`src/rtl/serial_frame_receiver.sv`:
```
// rtl/serial_frame_receiver.sv - serial bit receiver controlling a 5-bit bit-period counter (optional parity via RX_PARITY_EN)
module serial_frame_receiver #(
    parameter int DATA_W    = 8,
    parameter int SAMPLE_PT = 15
) (
    input  logic              clk,
    input  logic              reset,
    input  logic              rx,
    input  logic [4:0]        count,
    input  logic              complete,
    output logic              cnt_run,
    output logic [DATA_W-1:0] data,
    output logic              data_valid,
    input  logic              data_ready,
    output logic              frame_err,
    output logic              overrun
);

    localparam int         IDX_W      = (DATA_W > 1) ? $clog2(DATA_W) : 1;
    localparam logic [4:0] SAMPLE_CNT = 5'(SAMPLE_PT);
    localparam logic [IDX_W-1:0] LAST_IDX = IDX_W'(DATA_W - 1);

`ifdef RX_PARITY_EN
    typedef enum logic [2:0] {S_IDLE, S_START, S_DATA, S_PARITY, S_STOP} state_t;
`else
    typedef enum logic [2:0] {S_IDLE, S_START, S_DATA, S_STOP} state_t;
`endif

    state_t            state_q, state_d;
    logic              sync1_q, rx_s_q;
    logic [DATA_W-1:0] shift_q, shift_d;
    logic [IDX_W-1:0]  idx_q, idx_d;
    logic              cnt_run_q, cnt_run_d;
    logic [DATA_W-1:0] data_q, data_d;
    logic              valid_q, valid_d;
    logic              ferr_q, ferr_d;
    logic              ovr_q, ovr_d;
    logic              sample;
    logic              frame_ok;
`ifdef RX_PARITY_EN
    logic              perr_q, perr_d;
`endif

    assign sample = (count == SAMPLE_CNT);

`ifdef RX_PARITY_EN
    assign frame_ok = rx_s_q && !perr_q;
`else
    assign frame_ok = rx_s_q;
`endif

    always_ff @(posedge clk or negedge reset) begin
        if (!reset) begin
            sync1_q   <= 1'b1;
            rx_s_q    <= 1'b1;
            state_q   <= S_IDLE;
            shift_q   <= '0;
            idx_q     <= '0;
            cnt_run_q <= 1'b0;
            data_q    <= '0;
            valid_q   <= 1'b0;
            ferr_q    <= 1'b0;
            ovr_q     <= 1'b0;
`ifdef RX_PARITY_EN
            perr_q    <= 1'b0;
`endif
        end else begin
            sync1_q   <= rx;
            rx_s_q    <= sync1_q;
            state_q   <= state_d;
            shift_q   <= shift_d;
            idx_q     <= idx_d;
            cnt_run_q <= cnt_run_d;
            data_q    <= data_d;
            valid_q   <= valid_d;
            ferr_q    <= ferr_d;
            ovr_q     <= ovr_d;
`ifdef RX_PARITY_EN
            perr_q    <= perr_d;
`endif
        end
    end

    always_comb begin
        state_d   = state_q;
        shift_d   = shift_q;
        idx_d     = idx_q;
        cnt_run_d = cnt_run_q;
        data_d    = data_q;
        valid_d   = valid_q;
        ferr_d    = 1'b0;
        ovr_d     = 1'b0;
`ifdef RX_PARITY_EN
        perr_d    = perr_q;
`endif
        if (valid_q && data_ready) begin
            valid_d = 1'b0;
        end
        case (state_q)
            S_IDLE: begin
                cnt_run_d = 1'b0;
                idx_d     = '0;
`ifdef RX_PARITY_EN
                perr_d    = 1'b0;
`endif
                if (!rx_s_q) begin
                    state_d   = S_START;
                    cnt_run_d = 1'b1;
                end
            end
            S_START: begin
                if (sample && rx_s_q) begin
                    state_d   = S_IDLE;
                    cnt_run_d = 1'b0;
                end else if (complete) begin
                    state_d = S_DATA;
                    idx_d   = '0;
                end
            end
            S_DATA: begin
                if (sample) begin
                    shift_d = {rx_s_q, shift_q[DATA_W-1:1]};
                end
                if (complete) begin
                    if (idx_q == LAST_IDX) begin
`ifdef RX_PARITY_EN
                        state_d = S_PARITY;
`else
                        state_d = S_STOP;
`endif
                    end else begin
                        idx_d = idx_q + 1'b1;
                    end
                end
            end
`ifdef RX_PARITY_EN
            S_PARITY: begin
                // Even parity: data ones plus the parity bit must be even.
                if (sample) begin
                    perr_d = (^shift_q) ^ rx_s_q;
                end
                if (complete) begin
                    state_d = S_STOP;
                end
            end
`endif
            S_STOP: begin
                // Leave before the period ends so a back-to-back start edge is seen.
                if (sample) begin
                    state_d   = S_IDLE;
                    cnt_run_d = 1'b0;
                    if (frame_ok) begin
                        if (!valid_q || data_ready) begin
                            data_d  = shift_q;
                            valid_d = 1'b1;
                        end else begin
                            ovr_d = 1'b1;
                        end
                    end else begin
                        ferr_d = 1'b1;
                    end
                end
            end
            default: begin
                state_d   = S_IDLE;
                cnt_run_d = 1'b0;
            end
        endcase
    end

    assign cnt_run    = cnt_run_q;
    assign data       = data_q;
    assign data_valid = valid_q;
    assign frame_err  = ferr_q;
    assign overrun    = ovr_q;

endmodule

```
`config.mk`:
```
export PLATFORM = sky130hd
export DESIGN_NAME = serial_frame_receiver
export DESIGN_NICKNAME = d
export VERILOG_FILES = /design/src/rtl/serial_frame_receiver.sv
export SDC_FILE = /design/constraint.sdc
export NUM_CORES = 1
export LEC_CHECK = 0
export CORE_ASPECT_RATIO = 0.7
export CORE_MARGIN = 5
export CORE_UTILIZATION = 53
export DETAILED_ROUTE_END_ITERATION = 8
export GPL_TIMING_DRIVEN = 0
export HOLD_SLACK_MARGIN = 0.05
export PLACE_DENSITY = 0.9
export SETUP_SLACK_MARGIN = 0.02
export SKIP_CTS_REPAIR_TIMING = 1
export SYNTH_ARGS = -nofsm -noshare
export SYNTH_HDL_FRONTEND = slang
export SYNTH_SLANG_ARGS = --single-unit
```
`constraint.sdc`:
```
create_clock -name clk -period 3.37 [get_ports clk]
set_input_delay 0.337 -clock clk [delete_from_list [all_inputs] [get_ports clk]]
set_output_delay 0.337 -clock clk [all_outputs]
set_load 0.02 [all_outputs]
```
==> metrics.txt <==
Register Area 678 um2; delay-heaviest family, CP flip-flops; final instance area 1410 um2; overall routed net length 2.01 mm; Clock transition at path regs 140 ps; Most Crowded Layer GR met2; crit-path max cell delay 440 ps; YS warnings 0; vias in the first global route 747; CP Cell Sequence ha_1 > ha_1 > nor2b_1 > mux2_2 > a22oi_1 > nor2_1; Post-Layout Cell Count 132; drt via density 5.46; I/O Buffers 21; Finished Core Util 67.3%; first-pass GRT wire length 3.39 mm; # clock sinks 27; die span in y 48.9 um; RSZ-0062 raised after global routing false; Area Overhead vs Synth 23.6%; met3 Use GR 4.84%; max-cap violations 0; Num CTS Buffers 3; Post-Syn Area 1140 um2; initial antenna violation count 0; GRT Util Overall 13.8%; Hold Crit Class reg -> reg; Clock Skew 5.25 ps; Synth Register Bits 27; fillers 166; syn avg cell area 13.8 um2; placed instance area 1380 um2; placed instance count 128; Crit path arrival time 2010 ps; drt first pass iters 4; clock root buffer clkbuf_4; largest net degree at the start of global routing 28; Worst slew margin 26.1%; post-route ant nets 0; CP most frequent cell ha_1; # IOs 22; Core Area 2100 um2; drt wl/cell 15.2 um; most frequent cells in the layout dfrtp_1, clkdlybuf4s50_1, mux2_2; setup TNS 0 ps; Critical Path End Type register; PD cells 425 nW/um2; Worst Path Required 3590 ps; layout cell share with drive strength beyond 1 30.6%; Layout Nets 121; antenna cells 0; WS Path Type reg -> reg; multi-input logic area 449 um2; cell row count 14; CTS Buffer Depth 2; met1 Track Usage GR 17.9%; endpoints failing hold 0; crit start category register; H-Tree Depth 1; Post-Syn Instances 83; WP buf/inv 0; Die ar. 3200 um2; die width 65.5 um; crit path time final 1790 ps; slowest CP cell dfrtp_1; Worst Path Max Fanout 4; Vias 721; Tcrit/Tclk final 53.0%; count of distinct cell types in the synthesized netlist 27; VDD IR max 0.360 mV; clk_lat worst skew 330 ps; DR iter-0 viols 15; CTS tree yes; Final setup violation count 0; Initial Utilization 54.4%; FMAX 560 MHz; actual slew at the worst max-slew pin 1110 ps; Post-Syn Nets 95; dpl hpwl 1.51 mm; global placement routability congestion 0.829; met2 usage 22.2%; grt ovf 0; DRC 0; post-synthesis sequential area ratio 59.3%; fin. max-slew vios 0; outcome completed; P_leak 0.653 nW; most common cell after layout, fill and taps aside dfrtp_1
==> synthesized netlist by cell type <==
cell	n	area share [%]
a21oi_1	3	1.3
a22oi_1	1	0.66
a311oi_1	1	0.77
a31oi_1	3	1.6
a32o_1	2	1.8
and2_1	1	0.55
and2b_2	1	0.77
and3_2	1	0.66
buf_2	1	0.44
buf_4	1	0.66
dfrtp_1	25	55
dfstp_2	2	4.6
ha_1	2	2.2
inv_1	1	0.33
mux2_2	17	17
nand2_1	3	0.98
nand2_4	1	0.98
nand2b_1	3	1.6
nand3_1	1	0.44
nor2_1	4	1.3
nor2_4	1	0.98
nor2b_1	2	1.1
nor3_1	1	0.44
nor3b_4	1	1.6
o21ba_2	1	0.88
o221ai_1	1	0.77
or2_2	2	1.1
==> cell families after synthesis <==
group	count (synthesis)	share of synthesized area, %
and+or+nand+nor	22	12.6
muxes	17	16.7
adders and majority gates	2	2.19
buffers and inverters	3	1.42
DFF	27	59.3
AOI/OAI and AO/OA	12	7.77
==> path summary, 6_finish.rpt <==
kind                                               end  slack [ps]                 start  cells past startpoint
worst max-delay path              idx_q[0]$_DFFE_PN0P_        1580  idx_q[0]$_DFFE_PN0P_                      6
worst min-delay path                frame_ok$_DFF_PN1_         370     sync1_q$_DFF_PN1_                      0
worst max register to register    idx_q[0]$_DFFE_PN0P_        1580  idx_q[0]$_DFFE_PN0P_                      6
worst min register to register      frame_ok$_DFF_PN1_         370     sync1_q$_DFF_PN1_                      0
max in group asynchronous       shift_q[6]$_DFFE_PN0P_        2130                 reset                      1
min in group asynchronous          data[2]$_DFFE_PN0P_         590                 reset                      1
==> worst register-to-register path: stages, from the launching register on <==
cell and delay, ps:
dfrtp_1 440, ha_1 220, ha_1 210, nor2b_1 250
mux2_2 370, a22oi_1 140, nor2_1 60
==> layer usage <==
metal	vias up	wire, um
met1	359	897
met4	0	8
met3	2	63
li1	348	-
met2	12	1040
met5	-	0
==> power breakdown <==
| group | switching (mW) | total (mW) | leakage (nW) | internal, mW |
|---|---|---|---|---|
| registers | 0.0145 | 0.362 | 0.354 | 0.348 |
| clock network | 0.0946 | 0.140 | 0.0139 | 0.0454 |
| logic | 0.0476 | 0.0986 | 0.284 | 0.0510 |
==> final cells by class <==
| class | instances | area share [%] |
|---|---|---|
| Sequential cell | 27 | 48.0 |
| Multi-Input combinational cell | 53 | 31.8 |
| Timing Repair Buffer | 21 | 14.9 |
| Tap cell | 24 | 2.12 |
| Clock buffer | 3 | 1.59 |
| Buffer | 2 | 0.885 |
| Clock inverter | 1 | 0.531 |
| Inverter | 1 | 0.265 |
==> stage by stage <==
| stage | hold slack, ps | power [mW] | worst slack (ps) |
|---|---|---|---|
| after floorplan | 41.4 | 0.428 | 1770 |
| after global placement | 347 | 0.457 | 1320 |
| after detailed placement | 353 | 0.469 | 1260 |
| after CTS | 372 | 0.607 | 1580 |
| after global routing | 379 | 0.634 | 1480 |
| final | 369 | 0.601 | 1580 |
==> registers in the layout, indices dropped and copies added, names as in the netlist <==
register and flops:
cnt_run 1, data 8, data_valid 1, frame_err 1, frame_ok 1, idx_q 3
overrun 1, shift_q 8, state_q 2, sync1_q 1
Power figures use the tool's default switching activity.
